`src/rtl/cordic_iter_engine.sv`:
```
// Iterative multi-mode CORDIC engine: one micro-rotation per clock using an angle ROM built at elaboration.
// Circular, hyperbolic and linear modes, rotation or vectoring, with a sticky overflow flag per operation.
module cordic_iter_engine #(
    parameter int p_WIDTH    = 32,
    parameter int p_FRAC     = p_WIDTH - 3,
    parameter int p_MAX_ITER = p_WIDTH - 4,
    localparam int ITW       = $clog2(p_MAX_ITER + 1)
) (
    input  logic               clk,
    input  logic               rstn,
    input  logic               s_valid,
    output logic               s_ready,
    input  logic [1:0]         s_mode,
    input  logic               s_vect,
    input  logic [ITW-1:0]     s_iters,
    input  logic [p_WIDTH-1:0] s_x,
    input  logic [p_WIDTH-1:0] s_y,
    input  logic [p_WIDTH-1:0] s_z,
    output logic               m_valid,
    input  logic               m_ready,
    output logic [p_WIDTH-1:0] m_x,
    output logic [p_WIDTH-1:0] m_y,
    output logic [p_WIDTH-1:0] m_z,
    output logic               m_ovf,
    output logic               m_err
);
    localparam int SW = $clog2(p_WIDTH);
    localparam int RW = SW + 3;
    localparam logic [1:0] MODE_CIRC = 2'b00;
    localparam logic [1:0] MODE_HYP  = 2'b01;
    localparam logic [1:0] MODE_LIN  = 2'b10;
    localparam logic [1:0] MODE_RSVD = 2'b11;
    localparam logic [ITW-1:0] C_MAX_ITER = ITW'(p_MAX_ITER);

    typedef enum logic [1:0] {ST_IDLE, ST_RUN, ST_DONE} state_t;

    state_t r_state, w_state_nxt;
    logic                      w_accept;
    logic signed [p_WIDTH-1:0] r_x, r_y, r_z;
    logic [1:0]                r_mode;
    logic                      r_vect;
    logic [ITW-1:0]            r_cnt, r_last, w_iters_eff;
    logic [SW-1:0]             r_shift;
    logic [RW-1:0]             r_rep;
    logic                      r_rep_done;
    logic                      r_s_ready, r_ovf, r_err;

    logic signed [p_WIDTH-1:0] w_rom_circ [p_WIDTH];
    logic signed [p_WIDTH-1:0] w_rom_hyp  [p_WIDTH];
    logic signed [p_WIDTH-1:0] w_rom_lin  [p_WIDTH];

    // atanh is expanded through ln; entry 0 of the hyperbolic table is never addressed.
    for (genvar g = 0; g < p_WIDTH; g++) begin : g_rom
        localparam real C_SCALE = 2.0 ** p_FRAC;
        localparam real C_T     = 2.0 ** (-g);
        localparam real C_TH    = (g == 0) ? 0.5 : C_T;
        localparam logic [p_WIDTH-1:0] C_CIRC = p_WIDTH'($rtoi($atan(C_T) * C_SCALE + 0.5));
        localparam logic [p_WIDTH-1:0] C_HYP  =
            p_WIDTH'($rtoi(0.5 * $ln((1.0 + C_TH) / (1.0 - C_TH)) * C_SCALE + 0.5));
        localparam logic [p_WIDTH-1:0] C_LIN  = p_WIDTH'($rtoi(C_T * C_SCALE + 0.5));
        assign w_rom_circ[g] = C_CIRC;
        assign w_rom_hyp[g]  = (g == 0) ? '0 : C_HYP;
        assign w_rom_lin[g]  = C_LIN;
    end

    logic                      w_dpos, w_x_sub, w_y_sub, w_z_sub, w_step_ovf;
    logic signed [p_WIDTH-1:0] w_xsh, w_ysh, w_ang;
    logic        [p_WIDTH:0]   w_x_ext, w_y_ext, w_z_ext;

    always_comb begin
        w_dpos  = r_vect ? r_y[p_WIDTH-1] : ~r_z[p_WIDTH-1];
        w_xsh   = r_y >>> r_shift;
        w_ysh   = r_x >>> r_shift;
        case (r_mode)
            MODE_HYP: w_ang = w_rom_hyp[r_shift];
            MODE_LIN: w_ang = w_rom_lin[r_shift];
            default:  w_ang = w_rom_circ[r_shift];
        endcase
        w_x_sub = (r_mode == MODE_CIRC) ? w_dpos : ~w_dpos;
        w_y_sub = ~w_dpos;
        w_z_sub = w_dpos;
        // One guard bit: overflow shows as disagreement between the top two bits.
        w_x_ext = w_x_sub ? ({r_x[p_WIDTH-1], r_x} - {w_xsh[p_WIDTH-1], w_xsh})
                          : ({r_x[p_WIDTH-1], r_x} + {w_xsh[p_WIDTH-1], w_xsh});
        w_y_ext = w_y_sub ? ({r_y[p_WIDTH-1], r_y} - {w_ysh[p_WIDTH-1], w_ysh})
                          : ({r_y[p_WIDTH-1], r_y} + {w_ysh[p_WIDTH-1], w_ysh});
        w_z_ext = w_z_sub ? ({r_z[p_WIDTH-1], r_z} - {w_ang[p_WIDTH-1], w_ang})
                          : ({r_z[p_WIDTH-1], r_z} + {w_ang[p_WIDTH-1], w_ang});
        w_step_ovf = ((r_mode != MODE_LIN) && (w_x_ext[p_WIDTH] ^ w_x_ext[p_WIDTH-1]))
                   | (w_y_ext[p_WIDTH] ^ w_y_ext[p_WIDTH-1])
                   | (w_z_ext[p_WIDTH] ^ w_z_ext[p_WIDTH-1]);
    end

    always_comb begin
        w_state_nxt = r_state;
        w_accept    = 1'b0;
        w_iters_eff = (s_iters == '0 || s_iters > C_MAX_ITER) ? C_MAX_ITER : s_iters;
        case (r_state)
            ST_IDLE: begin
                if (s_valid && r_s_ready) begin
                    w_accept    = 1'b1;
                    w_state_nxt = (s_mode == MODE_RSVD) ? ST_DONE : ST_RUN;
                end
            end
            ST_RUN:  if (r_cnt == r_last) w_state_nxt = ST_DONE;
            ST_DONE: if (m_ready) w_state_nxt = ST_IDLE;
            default: w_state_nxt = ST_IDLE;
        endcase
    end

    always_ff @(posedge clk) begin
        if (!rstn) begin
            r_state    <= ST_IDLE;
            r_s_ready  <= 1'b0;
            r_x        <= '0;
            r_y        <= '0;
            r_z        <= '0;
            r_mode     <= MODE_CIRC;
            r_vect     <= 1'b0;
            r_cnt      <= '0;
            r_last     <= '0;
            r_shift    <= '0;
            r_rep      <= '0;
            r_rep_done <= 1'b0;
            r_ovf      <= 1'b0;
            r_err      <= 1'b0;
        end else begin
            r_state   <= w_state_nxt;
            r_s_ready <= (w_state_nxt == ST_IDLE);
            if (w_accept) begin
                r_x        <= s_x;
                r_y        <= s_y;
                r_z        <= s_z;
                r_mode     <= s_mode;
                r_vect     <= s_vect;
                r_cnt      <= '0;
                r_last     <= w_iters_eff - ITW'(1);
                r_shift    <= (s_mode == MODE_HYP) ? SW'(1) : '0;
                r_rep      <= RW'(4);
                r_rep_done <= 1'b0;
                r_ovf      <= 1'b0;
                r_err      <= (s_mode == MODE_RSVD);
            end else if (r_state == ST_RUN) begin
                if (r_mode != MODE_LIN) r_x <= w_x_ext[p_WIDTH-1:0];
                r_y   <= w_y_ext[p_WIDTH-1:0];
                r_z   <= w_z_ext[p_WIDTH-1:0];
                r_ovf <= r_ovf | w_step_ovf;
                r_cnt <= r_cnt + ITW'(1);
                // Hyperbolic repeats shifts 4, 13, 40, ... (k -> 3k+1) once each.
                if (r_mode == MODE_HYP && {{(RW-SW){1'b0}}, r_shift} == r_rep && !r_rep_done) begin
                    r_rep_done <= 1'b1;
                end else begin
                    if (r_shift != SW'(p_WIDTH - 1)) r_shift <= r_shift + SW'(1);
                    if (r_rep_done) begin
                        r_rep_done <= 1'b0;
                        if (r_rep <= RW'(p_WIDTH)) r_rep <= RW'(3) * r_rep + RW'(1);
                    end
                end
            end
        end
    end

    assign s_ready = r_s_ready;
    assign m_valid = (r_state == ST_DONE);
    assign m_x     = r_x;
    assign m_y     = r_y;
    assign m_z     = r_z;
    assign m_ovf   = r_ovf;
    assign m_err   = r_err;

endmodule

```
`config.mk`:
```
export PLATFORM = sky130hd
export DESIGN_NAME = cordic_iter_engine
export DESIGN_NICKNAME = d
export VERILOG_FILES = /design/src/rtl/cordic_iter_engine.sv
export SDC_FILE = /design/constraint.sdc
export NUM_CORES = 1
export LEC_CHECK = 0
export BUFFER_PORTS_ARGS = -buffer_cell sky130_fd_sc_hd__buf_2
export CORE_UTILIZATION = 46
export DETAILED_ROUTE_END_ITERATION = 8
export PLACE_DENSITY = 0.63
export SETUP_SLACK_MARGIN = 0.3
export SYNTH_ARGS = -nofsm -noshare
export SYNTH_HDL_FRONTEND = slang
export SYNTH_SLANG_ARGS = --single-unit
```
`constraint.sdc`:
```
create_clock -name clk -period 9 [get_ports clk]
set_clock_uncertainty 0.2 [all_clocks]
set_input_delay 1.35 -clock clk [delete_from_list [all_inputs] [get_ports clk]]
set_output_delay 1.35 -clock clk [all_outputs]
set_load 0.02 [all_outputs]
```
# Word level (Yosys, flattened, before mapping)
# Memory sizes are Yosys's and may differ from the RTL's.
# Cells that the tools add are included.
[op_classes] n_addsub=10 n_shift=2 order_cmp=3 n_bitwise=11 n_reduce_logical=20 multipliers=1 muxes=38 n_eq_ne=11
[ops] cell="$mux 32" n=13
[ops] cell="$add 32x32->33" n=3
[ops] cell="$mux 33" n=3
[ops] cell="$sub 32x32->33" n=3
[ops] cell="$pmux 32 s2" n=1
[ops] cell="$sshr 32x5->32" n=2
[ops] cell="$mux 5" n=5
[ops] cell="$mux 3" n=5
[ops] cell="$add 5x1->5 const B" n=2
[ops] cell="$reduce_bool 2->1" n=5
[ops] cell="$add 8x1->8 const B" n=1
[ops] cell="$eq 5x8->1" n=1
[ops] cell="$le 8x6->1 const B" n=1
[ops] cell="$mul 2x8->8 const A" n=1
[ops] cell="$mux 2" n=4
[ops] cell="$reduce_and 4->1" n=2
[ops] cell="$eq 2x1->1 const B" n=3
[ops] cell="$eq 2x2->1 const B" n=3
[ops] cell="$ge 6x6->1 const B" n=1
[ops] cell="$logic_not 2->1" n=3
[ops] cell="$mux 1" n=6
[ops] cell="$not 5->6" n=1
[ops] cell="$pmux 2 s3" n=1
[ops] cell="$eq 5x5->1" n=1
[ops] cell="14 further kinds" n=25
[totals] n_memories=3 elab_cells=114 mem_bits_ro=3072 ff_bits=128 input_bits=108
[mem_list] name="(name not given)" depth=32 width=32 read_ports=1 rd_ports_with_merged_regs=0 wr=0 line_no="77" text="default: w_ang = w_rom_circ[r_shift];"
[mem_list] name="(name not given)" depth=32 width=32 read_ports=1 rd_ports_with_merged_regs=0 wr=0 line_no="76" text="MODE_LIN: w_ang = w_rom_lin[r_shift];"
[mem_list] name="(name not given)" depth=32 width=32 read_ports=1 rd_ports_with_merged_regs=0 wr=0 line_no="75" text="MODE_HYP: w_ang = w_rom_hyp[r_shift];"

# Longest topological paths before layout
# Gate-level depths: netlist (run 1).
[logic_depth] ltp_word=10 ltp_mapped=32

# Worst setup path before layout (run 1)
# OpenSTA, ideal clock, no wires.
[synth_path] path_type="register to register" start="reg r_shift[0]" end="reg r_ovf (netlist: m_ovf)" arrival_time_ps=6623 setup_slack_ps=2055 path_stages_with_launch=30 setup_ps=122 required_ps=8678 path_buffers=7 path_cell_list="dfxtp_1 buf_4 buf_6 buf_6 buf_6 buf_6 buf_2 mux4_2 nand2_1 nand2_1 a221oi_2 ha_1 inv_1 or4b_4 o41ai_1 xor2_1 ha_1 clkbuf_1 nand3_1 nor4_1 nor3_1 o21ai_0 a31o_2 a31o_2 a21o_1 a21o_1 a2111oi_0 nor2_1 xnor3_1 a311o_1"
[synth_via] elab_chain_cells=10
[synth_rtl] item="start: declaration" line_no="43" text="logic [SW-1:0] r_shift;"
[synth_rtl] item="start signal: assignment" line_no="138" text="r_shift <= (s_mode == MODE_HYP) ? SW'(1) : '0;"
[synth_rtl] item="start signal: assignment" line_no="153" text="if (r_shift != SW'(p_WIDTH - 1)) r_shift <= r_shift + SW'(1);"
[synth_rtl] item="$not 5->6 (not written as such)" line_no="75, 76, 77"
[synth_rtl] item="$mem_v2 32x32 (on tied branches)"
[synth_rtl] item="$mux 32 (on tied branches) (2 in series)" line_no="77, 75, 76"
[synth_rtl] item="$pmux 32 s2" line_no="74" text="case (r_mode)"
[synth_rtl] item="$add 32x32->33 / $sub 32x32->33 (equally long branches)" line_no="88, 87"
[synth_rtl] item="$mux 33" line_no="87" text="w_z_ext = w_z_sub ? ({r_z[p_WIDTH-1], r_z} - {w_ang[p_WIDTH-1], w_ang})"
[synth_rtl] item="$xor 1x1->1" line_no="91" text="| (w_z_ext[p_WIDTH] ^ w_z_ext[p_WIDTH-1]);"
[synth_rtl] item="$or 1x1->1 *" line_no="91"
[synth_rtl] item="$or 1x1->1 *" line_no="147" text="r_ovf <= r_ovf | w_step_ovf;"
[synth_rtl] item="end signal: assignment" line_no="147"
[synth_rtl] item="end: declaration" line_no="46" text="logic r_s_ready, r_ovf, r_err;"
# Mark *: on every way between the ends. The rest lies on a longest branch, timed or not. The select of a mux whose other input is x is not followed.
# A chain may end at the register's enable or synchronous reset.

# Worst setup path in the final report (run 1)
[layout_path] start="reg r_shift[1]" end="reg r_ovf (netlist: m_ovf)"
# The elaborated chain is that of the path after synthesis.

==> results of run 1 <==
==> sequential cells by signal, summed over array words and instances, names as in the netlist <==
name and count:
r_rep 8, m_err 1, m_ovf 1, r_last 5, r_state 2, r_cnt 5
r_vect 1, s_ready 1, m_x 32, r_rep_done 1, r_shift 5, m_z 32
r_mode 2, m_y 32
==> metrics by stage <==
stage | utilization [%] | power (W) | instances | area [um^2] | hold WS (ns)
finish | 51.7 | 0.00450 | 3000 | 20100 | 0.250
global placement | 50.2 | 0.00370 | 2968 | 19500 | 0.242
floorplan | - | 0.00300 | 2363 | 18200 | 0.244
global route | 51.7 | 0.00481 | 3000 | 20100 | 0.291
CTS | 51.7 | 0.00446 | 3000 | 20100 | 0.255
detailed placement | 50.2 | 0.00371 | 2968 | 19500 | 0.246
==> worst reg2reg max path, cell delays in order (launching register included) <==
cell,delay (ns)
dfxtp_4,0.97
mux4_2,0.67
mux2i_1,0.42
a21oi_1,0.13
o21ai_0,0.51
ha_1,0.27
inv_1,0.05
nor3_1,0.35
and4b_1,0.40
nand2_1,0.16
o21ai_0,0.41
xnor2_1,0.12
ha_1,0.40
a21o_1,0.19
a21oi_1,0.15
a21bo_2,0.23
a221o_1,0.35
a21oi_1,0.31
o21ai_0,0.17
a41oi_1,0.28
a21oi_1,0.12
xnor2_1,0.62
a211oi_1,0.17
a311o_1,0.30
==> kinds of logic (layout without fill, tap and decap cells) <==
kind of cell	Yosys count	count (layout)	synth area share, %
buffers and inverters	226	345	5.60
DFF	128	128	14.1
and+or+nand+nor	736	736	19.4
adders and majority gates	131	131	9.16
muxes	168	168	14.2
AOI/OAI and AO/OA	773	773	27.9
xor gates and xnor gates	201	201	9.74
==> layout make-up <==
type / count / area (um^2) / share of cell area, %
clock buffer: 19 / 433 / 2.16
clock inverter: 13 / 150 / 0.748
inverter: 63 / 238 / 1.18
multi-input combinational: 2009 / 14700 / 73.1
sequential: 128 / 2580 / 12.8
tap: 518 / 648 / 3.23
timing repair buffer: 250 / 1360 / 6.77
==> final timing paths <==
kind	to	slack, ns	depth (start not counted)
worst max register to register	m_ovf$_SDFFE_PP0P_	0.92	23
worst min register to register	m_err$_SDFFE_PN0P_	0.25	2
worst max-delay path	m_ovf$_SDFFE_PP0P_	0.92	23
worst min-delay path	m_err$_SDFFE_PN0P_	0.25	2
==> per-layer routing <==
metal  vias to the layer above  GRT usage [%]  routed length (um)
met1                      9398           46.7               31200
met5                         -              0                   0
met4                         0           12.6                2120
li1                       9010              -                   -
met2                       982           53.5               31400
met3                       128           7.95                6190
==> report_power, final <==
part	switching [W]	total [W]	internal [W]
sequential	0.000180	0.000816	0.000636
clock	0.000315	0.000726	0.000411
combinational	0.00171	0.00295	0.00124
==> layout by cell type, fill, tap and decap left out, types with 28 or more instances in the layout <==
cell type  count
buf_2        207
nor3_1        33
xnor2_1      118
a21o_1        65
nand2b_1      28
inv_1         59
a22oi_1       79
nand3_1       62
xor2_1        82
ha_1         127
a21oi_1      242
mux2i_1       57
nor2_1       176
mux4_2        62
mux2_2        42
o21ai_0      108
buf_4         43
dfxtp_1      123
nand2_1      261
nor2b_1       40
==> metrics.txt, run 1 <==
dpl ws=1.07 ns; RSZ-0062 raised after global routing=no; Post-CTS Hold Buffers=0; htree depth=4; CP cell instances=mux4_2 -> mux2i_1 -> a21oi_1 -> o21ai_0 -> ha_1 -> inv_1 -> nor3_1 -> and4b_1 -> nand2_1 -> o21ai_0 -> xnor2_1 -> ha_1 -> a21o_1 -> a21oi_1 -> a21bo_2 -> a221o_1 -> a21oi_1 -> o21ai_0 -> a41oi_1 -> a21oi_1 -> xnor2_1 -> a211oi_1 -> a311o_1; top-area cell type share of the netlist area=14.1%; vias in the first global route=18.5k; Worst path slowest cell=dfxtp_4; Post-DRT Antenna Nets=0; CP max stage delay=0.97 ns; Clock Latency Late Sink=0.50 ns; sequential share of the synthesized area=14.1%; clock sink total=128; minimum clock period=8.08 ns; largest fanout on the critical path=63; Cells after Synth=2363; P&R area growth vs syn=10.2%; wire per inst=23.6 um; CTS buffer count=17; worst endpoint required time=9.18 ns; Worst Hold Launch=m_err$_SDFFE_PN0P_; die width=201 um; initial drt markers=2303; Final Hold Fails=0; number of distinct library cells after synthesis=97; initial antenna violation count=0; CP arrival=8.26 ns; CTS tree=done; CP top delay family=compound AO/OA/AOI/OAI gates; number of synthesized flops with an enable pin=0; ant diodes=0; Post-Syn Nets=2602; Routed WL=70900 um; first-pass detailed-route iteration total=6; max cap viols=0; ranking of synthesized cells by area=dfxtp_1 (14%), ha_1 (8.7%), mux4_2 (7.7%); run status=finished clean; Vias/cell=6.51; worst rel slew slack=18.6%; critical path type=flop to flop; die height=201 um; crit-path most repeated cell=a21oi_1; R2R Path Start=r_shift[1]$_SDFFE_PN0P_; global-route wire length before repair=109000 um; fraction of layout instances using a drive strength above 1=18.2%; number of remaining DRC errors=0; Overall Global Routing Usage=34.6%; Worst setup SP type=flop; ys flop type=dfxtp_1; Final nets=2708; row cnt=72; Fill cells=3895; Hold Crit Class=flop to flop; IO Count=208; setup ws final=0.924 ns; Final Max Tran Viols=0; Critical Path Start=r_shift[1]$_SDFFE_PN0P_; Mapped Area=0.0182 mm^2; Port Buffers=207; total number of yosys warnings=0; CP Capture Type=flop; synth cell count leaders=nand2_1 (261), a21oi_1 (243), nor2_1 (180), dfxtp_1 (128), ha_1 (127); global route overflow=0; static leakage=8.41 nW; total number of vias=19.5k; most frequent cell after synthesis=nand2_1; Worst-Margin Slew=1.22 ns; Max Fclk=0.124 GHz; die area=0.0404 mm^2; postcts setup bufs=0; Max clock buf depth=2; gp weighted congestion=1.03; # setup viols final=0; WP buf/inv=1; area leader, netlist=dfxtp_1; Reg clk slew, reported paths=0.07 ns; dpl hpwl=53200 um; clk root buf=clkbuf_16; worst vdd rail ir drop=0.166 mV; Final Cycle Share=89.7%; syn avg cell area=7.71 um^2; largest net degree at the start of global routing=75; synthesized flop and latch total=128; ys async rst share=0%; initial core utilization=46.9%; core region area=0.0388 mm^2; Setup TNS=0 ns; PD cells=224 mW/mm^2; post-CTS resize count=0
Power figures use the tool's default switching activity.
==> inputs of run 2 (changes only) <==
- REMOVE_ABC_BUFFERS: unset -> 1
==> metrics.txt, run 2 (synthesis results as in run 1) <==
clock sink total=128 (unchanged); Vias/cell=6.45 (-0.85%); initial drt markers=1967 (-15%); commonest non-fill, non-tap cell in the layout=nand2_1; Final Hold Fails=0 (unchanged); Max clock buf depth=2 (unchanged); Final Cycle Share=85.1% (-4.6 points); placed inst area=0.0196 mm^2 (+0.53%); RSZ-0062 raised after global routing=no; dpl ws=1.45 ns (+0.385 ns); worst endpoint required time=9.25 ns (+0.07 ns); vias in the first global route=18.6k (+0.56%); static leakage=8.46 nW (+0.62%); first-pass detailed-route iteration total=6 (unchanged); global route overflow=0 (unchanged); largest fanout on the critical path=43 (-32%); postcts setup bufs=0 (unchanged); Routed WL=72600 um (+2.4%); run status=finished clean; Worst setup SP type=flop; critical path type=flop to flop; gp weighted congestion=1.02 (-0.44%); P&R area growth vs syn=10.9%; initial antenna violation count=1 (+1); initial core utilization=46.9% (unchanged); most frequent cells in the layout=nand2_1 (261), a21oi_1 (242), buf_2 (207), nor2_1 (176), ha_1 (127); CP arrival=7.91 ns (-0.35 ns); Fill cells=3821 (-1.9%); max cap viols=0 (unchanged); row cnt=72 (unchanged); htree depth=4 (unchanged); Reg clk slew, reported paths=0.08 ns (about the same); global-route wire length before repair=111000 um (+2.2%); CP Capture Type=flop; minimum clock period=7.66 ns (-0.412 ns); Max Fclk=0.130 GHz (+5.4%); die width=201 um (unchanged); fraction of layout instances using a drive strength above 1=18.5% (+0.31 points); non-filler cells, final=3008 (+0.27%); Total Power=0.00452 W (+0.66%); number of remaining DRC errors=0 (unchanged); PD cells=224 mW/mm^2 (about the same); Clock Latency Late Sink=0.50 ns (about the same); Port Buffers=207 (unchanged); wire per inst=24.1 um (+2.1%); post-CTS resize count=0 (unchanged); setup ws final=1.34 ns (+0.412 ns); Hold Crit Class=flop to flop; Post-CTS Hold Buffers=0 (unchanged); die height=201 um (unchanged); CTS buffer count=17 (unchanged); worst rel slew slack=20.2% (+1.6 points); dpl hpwl=54400 um (+2.3%); largest net degree at the start of global routing=67 (-11%); CTS tree=done; total number of vias=19.4k (-0.58%); Final nets=2715 (+0.26%); Post-DRT Antenna Nets=0 (unchanged); die area=0.0404 mm^2 (unchanged); Final Max Tran Viols=0 (unchanged); design area=0.0202 mm^2 (+0.60%); Overall Global Routing Usage=35.6% (+1.1 points); # setup viols final=0 (unchanged); clk root buf=clkbuf_16; worst vdd rail ir drop=0.218 mV (+31%); Worst-Margin Slew=1.20 ns (-0.0248 ns); IO Count=208 (unchanged); Inst Count DP=2975 (+0.24%); core region area=0.0388 mm^2 (unchanged); final core utilization=52.0% (+0.31 points)
-- run 2: where the power goes --
group | total (W) | switching (W) | internal, W
clock | 0.000746 | 0.000330 | 0.000415
combinational | 0.00297 | 0.00172 | 0.00125
sequential | 0.000808 | 0.000172 | 0.000635
total | 0.00452 | 0.00222 | 0.00230
-- run 2: layout make-up --
type / instances / area (um^2) / share of cell area [%]
timing repair buffer: 257 / 1450 / 7.17
antenna: 1 / 2.50 / 0.0124
sequential: 128 / 2580 / 12.8
clock buffer: 17 / 425 / 2.11
clock inverter: 15 / 173 / 0.855
inverter: 63 / 238 / 1.18
multi-input combinational: 2009 / 14700 / 72.7
tap: 518 / 648 / 3.21
-- run 2: worst paths after layout --
kind                                start                 end  slack, ns  cells after the start
hold reg to reg        m_err$_SDFFE_PN0P_  m_err$_SDFFE_PN0P_       0.25                      2
hold / removal         m_err$_SDFFE_PN0P_  m_err$_SDFFE_PN0P_       0.25                      2
setup / recovery  r_shift[0]$_SDFFE_PN0P_  m_ovf$_SDFFE_PP0P_       1.34                     22
setup reg to reg  r_shift[0]$_SDFFE_PN0P_  m_ovf$_SDFFE_PP0P_       1.34                     22
-- run 2: critical path: stages (launching register included) --
cell	delay, ns
dfxtp_4	0.80
buf_4	0.48
mux4_2	0.59
nand3_1	0.11
o41ai_1	0.10
nor3_1	0.71
nand4b_1	0.34
nor4_2	0.48
nand2_1	0.20
o21ai_0	0.46
xnor2_1	0.12
ha_1	0.40
a21o_1	0.18
a21oi_1	0.17
a21bo_2	0.24
a221o_1	0.36
a21oi_1	0.27
o21ai_0	0.25
a41oi_1	0.32
a21oi_1	0.12
xnor2_1	0.14
a211oi_1	0.38
a311o_1	0.17
-- run 2: metrics by stage --
stage | setup TNS, ns | hold WS [ns]
floorplan | -13.06 | 0.244
global placement | 0 | 0.239
detailed placement | 0 | 0.246
CTS | 0 | 0.255
global route | 0 | 0.285
finish | 0 | 0.252
-- run 2: per-layer routing --
metal / up-vias / global-route usage (%) / share of wire [%]
li1: 9029 / - / -
met1: 9347 / 48.8 / 44
met2: 907 / 54.9 / 44
met3: 119 / 7.22 / 8.8
met4: 2 / 13.3 / 3.1
met5: - / 0 / 0.018
